## config.mk

```make
export PLATFORM = sky130hd
export DESIGN_NAME = fft_frame_buffer_flat
export DESIGN_NICKNAME = d
export VERILOG_FILES = /design/src/rtl/fft_frame_buffer_pkg.sv /design/src/rtl/fft_frame_buffer_if.sv /design/src/rtl/fft_frame_buffer_bank.sv /design/src/rtl/fft_frame_buffer.sv /design/src/flat_wrapper.sv
export SDC_FILE = /design/constraint.sdc
export NUM_CORES = 2
export LEC_CHECK = 0
export BUFFER_PORTS_ARGS = -buffer_cell sky130_fd_sc_hd__clkbuf_2
export CAP_MARGIN = 5
export CELL_PAD_IN_SITES_DETAIL_PLACEMENT = 1
export CELL_PAD_IN_SITES_GLOBAL_PLACEMENT = 1
export CORE_MARGIN = 5
export CORE_UTILIZATION = 40
export CTS_BUF_LIST = sky130_fd_sc_hd__clkbuf_4 sky130_fd_sc_hd__clkbuf_8 sky130_fd_sc_hd__clkbuf_16
export CTS_CLUSTER_DIAMETER = 60
export DETAILED_ROUTE_END_ITERATION = 12
export GPL_TIMING_DRIVEN = 0
export PLACE_DENSITY_LB_ADDON = 0.05
export SKIP_LAST_GASP = 1
export SYNTH_ARGS = -nofsm -noshare
export SYNTH_HDL_FRONTEND = slang
export SYNTH_HIERARCHICAL = 1
export SYNTH_SLANG_ARGS = --single-unit
```

## constraint.sdc

```tcl
create_clock -name clk -period 3 [get_ports clk]
set_input_delay 0.9 -clock clk [delete_from_list [all_inputs] [get_ports clk]]
set_output_delay 0.9 -clock clk [all_outputs]
set_load 0.03 [all_outputs]
```

## src/rtl/fft_frame_buffer_pkg.sv

```systemverilog
// fft_pkg: shared types and helpers for the FFT frame buffer slice.
// Bank occupancy state, default sample width and an index bit-reversal helper.
package fft_pkg;

   localparam int unsigned DEF_WIDTH = 16;

   typedef enum logic [1:0] {
      EMPTY   = 2'd0,
      FILLING = 2'd1,
      FULL    = 2'd2
   } bank_state_t;

   // Reverse the low nbits of index; bits above nbits return as zero.
   function automatic logic [7:0] bitrev(input logic [7:0] index, input int unsigned nbits);
      logic [7:0] r;
      r = '0;
      for (int unsigned i = 0; i < nbits; i++) begin
         r[i] = index[nbits - 1 - i];
      end
      return r;
   endfunction

endpackage

```

## src/rtl/fft_frame_buffer_if.sv

```systemverilog
// Stream-in / frame-out bus of the FFT frame buffer.
// slave is the buffer's view, master is the surrounding datapath's view.
interface fft_frame_buffer_if
   import fft_pkg::*;
#(
   parameter int unsigned WIDTH = DEF_WIDTH,
   parameter int unsigned N     = 16
) ();

   logic                 in_valid;
   logic                 in_ready;
   logic [WIDTH-1:0]     xr_in;
   logic [WIDTH-1:0]     xi_in;
   logic                 in_last;
   logic                 out_valid;
   logic                 out_ready;
   logic [N*WIDTH-1:0]   yr_out;
   logic [N*WIDTH-1:0]   yi_out;
   logic                 frame_err;

   modport slave (
      input  in_valid, xr_in, xi_in, in_last, out_ready,
      output in_ready, out_valid, yr_out, yi_out, frame_err
   );

   modport master (
      output in_valid, xr_in, xi_in, in_last, out_ready,
      input  in_ready, out_valid, yr_out, yi_out, frame_err
   );

endinterface

```

## src/rtl/fft_frame_buffer_bank.sv

```systemverilog
// fft_frame_bank: one N-entry complex sample store with a single write port,
// a fully parallel read bus and a synchronous clear of all entries.
module fft_frame_bank
   import fft_pkg::*;
#(
   parameter int unsigned WIDTH = DEF_WIDTH,
   parameter int unsigned N     = 16,
   parameter int unsigned LOG2N = $clog2(N)
) (
   input  logic               clk,
   input  logic               clr,
   input  logic               wr_en,
   input  logic [LOG2N-1:0]   slot,
   input  logic [WIDTH-1:0]   dr,
   input  logic [WIDTH-1:0]   di,
   output logic [N*WIDTH-1:0] yr,
   output logic [N*WIDTH-1:0] yi
);

   logic [N*WIDTH-1:0] yr_q;
   logic [N*WIDTH-1:0] yi_q;

   // Storage: clear wins over write; otherwise write one slot.
   always_ff @(posedge clk) begin
      if (clr) begin
         yr_q <= '0;
         yi_q <= '0;
      end else if (wr_en) begin
         yr_q[slot*WIDTH +: WIDTH] <= dr;
         yi_q[slot*WIDTH +: WIDTH] <= di;
      end
   end

   assign yr = yr_q;
   assign yi = yi_q;

endmodule

```

## src/rtl/fft_frame_buffer.sv

```systemverilog
// fft_frame_buffer: assembles N-sample complex frames from a sample stream
// into two ping-pong banks and presents each complete frame in parallel.
// Build option: FFT_BITREV_EN stores sample k at slot bitrev(k).
module fft_frame_buffer
   import fft_pkg::*;
#(
   parameter int unsigned WIDTH = DEF_WIDTH,
   parameter int unsigned N     = 16,
   parameter int unsigned LOG2N = $clog2(N)
) (
   input  logic              clk,
   input  logic              rst_n,
   fft_frame_buffer_if.slave bus
);

   localparam logic [LOG2N-1:0] KMAX = LOG2N'(N - 1);

   bank_state_t        st_q [2];
   bank_state_t        st_d [2];
   logic               wr_q, wr_d;
   logic               rd_q, rd_d;
   logic [LOG2N-1:0]   k_q, k_d;
   logic               err_q, err_d;

   logic               acc;
   logic               rel;
   logic [LOG2N-1:0]   slot;
   logic [N*WIDTH-1:0] yr_b0, yi_b0, yr_b1, yi_b1;

   assign bus.in_ready  = rst_n && (st_q[wr_q] != FULL);
   assign bus.out_valid = (st_q[rd_q] == FULL);
   assign bus.frame_err = err_q;
   assign bus.yr_out    = rd_q ? yr_b1 : yr_b0;
   assign bus.yi_out    = rd_q ? yi_b1 : yi_b0;

   assign acc = bus.in_valid && bus.in_ready;
   assign rel = bus.out_valid && bus.out_ready;

`ifdef FFT_BITREV_EN
   assign slot = LOG2N'(bitrev(8'(k_q), LOG2N));
`else
   assign slot = k_q;
`endif

   // Control registers: bank states, pointers, sample counter, error pulse.
   always_ff @(posedge clk) begin
      if (!rst_n) begin
         st_q[0] <= EMPTY;
         st_q[1] <= EMPTY;
         wr_q    <= 1'b0;
         rd_q    <= 1'b0;
         k_q     <= '0;
         err_q   <= 1'b0;
      end else begin
         st_q[0] <= st_d[0];
         st_q[1] <= st_d[1];
         wr_q    <= wr_d;
         rd_q    <= rd_d;
         k_q     <= k_d;
         err_q   <= err_d;
      end
   end

   // Next state. An accept and a release never target the same bank: the
   // write bank is never FULL when accepting and the read bank is always
   // FULL when releasing, so both updates can be applied in one cycle.
   always_comb begin
      st_d[0] = st_q[0];
      st_d[1] = st_q[1];
      wr_d    = wr_q;
      rd_d    = rd_q;
      k_d     = k_q;
      err_d   = 1'b0;

      if (rel) begin
         st_d[rd_q] = EMPTY;
         rd_d       = ~rd_q;
      end

      if (acc) begin
         if (k_q == KMAX) begin
            st_d[wr_q] = FULL;
            wr_d       = ~wr_q;
            k_d        = '0;
            err_d      = !bus.in_last;
         end else if (bus.in_last) begin
            st_d[wr_q] = EMPTY;
            k_d        = '0;
            err_d      = 1'b1;
         end else begin
            st_d[wr_q] = FILLING;
            k_d        = k_q + 1'b1;
         end
      end
   end

   fft_frame_bank #(.WIDTH(WIDTH), .N(N), .LOG2N(LOG2N)) u_bank0 (
      .clk   (clk),
      .clr   (!rst_n),
      .wr_en (acc && !wr_q),
      .slot  (slot),
      .dr    (bus.xr_in),
      .di    (bus.xi_in),
      .yr    (yr_b0),
      .yi    (yi_b0)
   );

   fft_frame_bank #(.WIDTH(WIDTH), .N(N), .LOG2N(LOG2N)) u_bank1 (
      .clk   (clk),
      .clr   (!rst_n),
      .wr_en (acc && wr_q),
      .slot  (slot),
      .dr    (bus.xr_in),
      .di    (bus.xi_in),
      .yr    (yr_b1),
      .yi    (yi_b1)
   );

endmodule

```

## src/flat_wrapper.sv

```systemverilog
// flat-port wrapper written by rule: the top's interface ports become plain ports
module fft_frame_buffer_flat import fft_pkg::*;
#(
   parameter int unsigned WIDTH = DEF_WIDTH,
   parameter int unsigned N     = 16,
   parameter int unsigned LOG2N = $clog2(N)
)
  (clk, rst_n, bus_in_valid, bus_xr_in, bus_xi_in, bus_in_last, bus_out_ready, bus_in_ready, bus_out_valid, bus_yr_out, bus_yi_out, bus_frame_err);
  fft_frame_buffer_if #(.WIDTH(WIDTH), .N(N)) bus_i ();
  input  logic clk;
  input  logic rst_n;
  input wire logic [$bits(bus_i.in_valid)-1:0] bus_in_valid;
  input wire logic [$bits(bus_i.xr_in)-1:0] bus_xr_in;
  input wire logic [$bits(bus_i.xi_in)-1:0] bus_xi_in;
  input wire logic [$bits(bus_i.in_last)-1:0] bus_in_last;
  input wire logic [$bits(bus_i.out_ready)-1:0] bus_out_ready;
  output wire logic [$bits(bus_i.in_ready)-1:0] bus_in_ready;
  output wire logic [$bits(bus_i.out_valid)-1:0] bus_out_valid;
  output wire logic [$bits(bus_i.yr_out)-1:0] bus_yr_out;
  output wire logic [$bits(bus_i.yi_out)-1:0] bus_yi_out;
  output wire logic [$bits(bus_i.frame_err)-1:0] bus_frame_err;
  assign bus_i.in_valid = bus_in_valid;
  assign bus_i.xr_in = bus_xr_in;
  assign bus_i.xi_in = bus_xi_in;
  assign bus_i.in_last = bus_in_last;
  assign bus_i.out_ready = bus_out_ready;
  assign bus_in_ready = bus_i.in_ready;
  assign bus_out_valid = bus_i.out_valid;
  assign bus_yr_out = bus_i.yr_out;
  assign bus_yi_out = bus_i.yi_out;
  assign bus_frame_err = bus_i.frame_err;
  fft_frame_buffer #(.WIDTH(WIDTH), .N(N), .LOG2N(LOG2N)) u_core (.clk(clk), .rst_n(rst_n), .bus(bus_i));
endmodule
```

==> results.cfg <==
[clock_tree]
cts_sinks = 1037
cts-root-buf = clkbuf_16
clock_path_buffers = 3
cts-htree-levels = 4
insertion_delay_ns = 0.75
hold_buffers = 0
numCtsBuffers = 132
clk_transition_reported_paths_ns = 0.05
tritoncts = done

[sta]
worst_pin_slew_ns = 1.50
post-route-period-util = 1.08
rsz0062_at_grt = true
fin_skew_ns = 0.0267
fin_crit_ns = 3.25
drv_slew = 10
setup_violations = 613
relSlewSlack = -0.00190
hold_viol = 0
timing.final.ws_setup_ns = -0.245
clock.fmax_ghz = 0.308

[routing]
num_vias = 41200
drtPass1Iterations = 7
ant_nets = 0
routed_via_density = 5.96
routedWlPerCell_um = 32.5
drc_errors = 0
dr.first_iter.drc_count = 4084
wirelength_mm = 225

[die]
die_w_um = 345
start_util = 0.404
placementRows = 122
ios = 552
coreArea_um2 = 111000
dieArea_um2 = 119000
fp.dieH_um = 345

[setup_path]
cp.required_ns = 2.10
slowest_stage = dfxtp_4
start_kind = flop
arrival_ns = 2.35
cp_slowest_stage_delay_ns = 0.43
path_cells = buf_12 -> clkbuf_16 -> buf_16 -> mux2_2 -> buf_2
end_kind = primary output
worstSetupPathType = flop to primary output
cp_max_fo = 10

[global_routing]
grt_pass1_vias = 41200
grt_max_degree = 20
grt_overflow = 0
grt_pass1_wl_mm = 306
grt_usage = 0.358
antenna_found_initial = 9

[layout]
drive_gt1_frac = 0.305
fin_nets = 5377
fin_area_um2 = 58100
fin_util = 0.524
area_delta_synth_final_pct = 29.8

[placed_design]
place_area_um2 = 49400
hpwl_mm = 159
place_ws_ns = -1.96
io_buffers = 546
gp_congestion = 0.905

[yosys]
synthArstFlopShare = 0
syn_area_um2 = 44800
synth-edff-count = 0
syn_inst = 4596
ys.flop_type = dfxtp_1
ys_seq_elements = 1037
yosysWarnings = 6
syn_nets = 4641
synth.distinct_cells = 69
ys_seq_area_frac = 0.464
avgSynthCellArea_um2 = 9.74

[flow_run]
maxCapViolCount = 1

[power_and_ir_drop]
leakagePower_uw = 0.0224
ir_drop_mv = 0.451
power_uw = 31600
p_per_area_nw_per_um2 = 544

[run_status]
outcome = complete, but fails checks
failed_checks = max-capacitance violations, max-slew violations, negative setup slack

[hold_path]
hold_path_class = flop to flop
==> sequential cells by signal, summed over array words and instances (netlist names), named ones only <==
register and flops:
u_core/k_q 4, u_core/wr_q 1, u_core/u_bank0/yr 256, u_core/u_bank1/yr 256, u_core/st_q 4, u_core/rd_q 1, u_core/bus.frame_err 1, u_core/u_bank0/yi 256
u_core/u_bank1/yi 256
==> cell families after synthesis <==
kind of cell / count (synthesis) / share of synthesized area
multiplexers: 691 / 0.169
buffers and inverters: 452 / 0.0431
adder cells (fa/ha/maj): 8 / 0.00224
flip-flops: 1037 / 0.464
AO/OA/AOI/OAI: 896 / 0.131
AND/OR/NAND/NOR: 1507 / 0.190
XOR/XNOR: 5 / 0.00115
==> power by group <==
part           internal (µW)  leakage [µW]  switching (µW)  total, µW
clock                  10100       0.00223            6310      16400
sequential             13800       0.00835            18.0      13800
combinational            353        0.0118            1070       1420
total                  24200        0.0224            7400      31600
==> final cells by class <==
| class | count | area, µm² |
|---|---|---|
| timing repair buffer | 609 | 5100 |
| clock inverter | 25 | 358 |
| sequential | 1037 | 20800 |
| inverter | 10 | 41.3 |
| tap | 1488 | 1860 |
| buffer | 435 | 2840 |
| antenna | 4 | 10.0 |
| clock buffer | 197 | 4090 |
| multi-input combinational | 3107 | 23000 |
| fill | 12300 | 52900 |
==> cell usage in the layout, fill, tap and decap left out, drive strengths merged, types with 6 or more instances in the layout <==
cell / count
dfxtp: 1037
o2bb2ai: 84
mux2i: 173
clkinv: 9
o2111ai: 6
bufinv: 8
nand3b: 431
o31ai: 276
and3: 6
clkbuf: 921
nor2b: 15
ha: 8
o211ai: 11
a21oi: 254
inv: 15
mux2: 518
nand2: 484
nand2b: 253
a22o: 12
nand3: 206
a2bb2o: 20
buf: 320
o21ai: 213
nor3: 20
nor2: 33
nand4: 12
and2: 19
==> layer usage <==
metal | global-route usage | share of wire | vias to the layer above
met5 | 0 | 0.000049 | -
met4 | 0.164 | 0.052 | 2
met3 | 0.0592 | 0.071 | 445
met2 | 0.591 | 0.46 | 1778
met1 | 0.461 | 0.41 | 21100
li1 | - | - | 17900
==> cell usage after synthesis (all sizes together), types with 3 or more instances <==
library cell	number	area share
dfxtp	1037	0.46
mux2	518	0.13
nand2	484	0.041
nand3b	431	0.072
clkbuf	298	0.025
o31ai	276	0.046
a21oi	254	0.028
nand2b	253	0.035
o21ai	213	0.024
nand3	206	0.023
mux2i	173	0.039
buf	144	0.017
o2bb2ai	84	0.016
nor2	33	0.0028
a2bb2o	20	0.0045
nor3	20	0.0026
and2	19	0.0027
nor2b	15	0.0021
a22o	12	0.0023
nand4	12	0.0017
o211ai	11	0.0022
inv	10	0.00084
ha	8	0.0022
and3	6	0.00089
o2111ai	6	0.0020
a41o	4	0.0010
o211a	4	0.00089
and3b	3	0.00059
nor3b	3	0.00073
nor4b	3	0.0013
or2	3	0.00042
or3	3	0.00042
or3b	3	0.00070
or4	3	0.00050
xor2	3	0.00059
==> critical path, delay by kind of cell, from the launching register on <==
family                 cells  cell delay (ns)
muxes                      1             0.40
buffers and inverters      4             0.76
DFF                        1             0.43
==> path summary, 6_finish.rpt <==
check | start | end | slack [ns] | depth (start not counted)
worst min register to register | u_core/u_bank0/yi[102]$_SDFFE_PP0P_ | u_core/u_bank0/yi[102]$_SDFFE_PP0P_ | 0.45 | 2
worst min-delay path | u_core/u_bank0/yi[102]$_SDFFE_PP0P_ | u_core/u_bank0/yi[102]$_SDFFE_PP0P_ | 0.45 | 2
worst max-delay path | u_core/rd_q$_SDFFE_PN0N_ | bus_yr_out[129] | -0.25 | 5
worst max register to register | u_core/st_q[0][0]$_SDFF_PN0_ | u_core/u_bank0/yi[22]$_SDFFE_PP0P_ | -0.10 | 9
==> metrics by stage <==
stage          cells  hold WS (ns)  setup TNS (ns)
2_1_floorplan   4596         0.428               0
3_3_place_gp    6630         0.438        -1172.61
3_5_place_dp    6633         0.443        -1139.88
4_1_cts         6880         0.407         -131.22
5_1_grt         6908         0.455         -108.14
6_report        6912         0.454          -84.90
==> what timing repair did <==
action                     4_1_cts  5_1_grt
cloned                           9       18
buffers inserted                20       13
gates resized for setup        628      637
setup endpoints to repair     1515     1391
pin swaps                        8        3
Note: power is estimated with default switching activity, not from simulation.
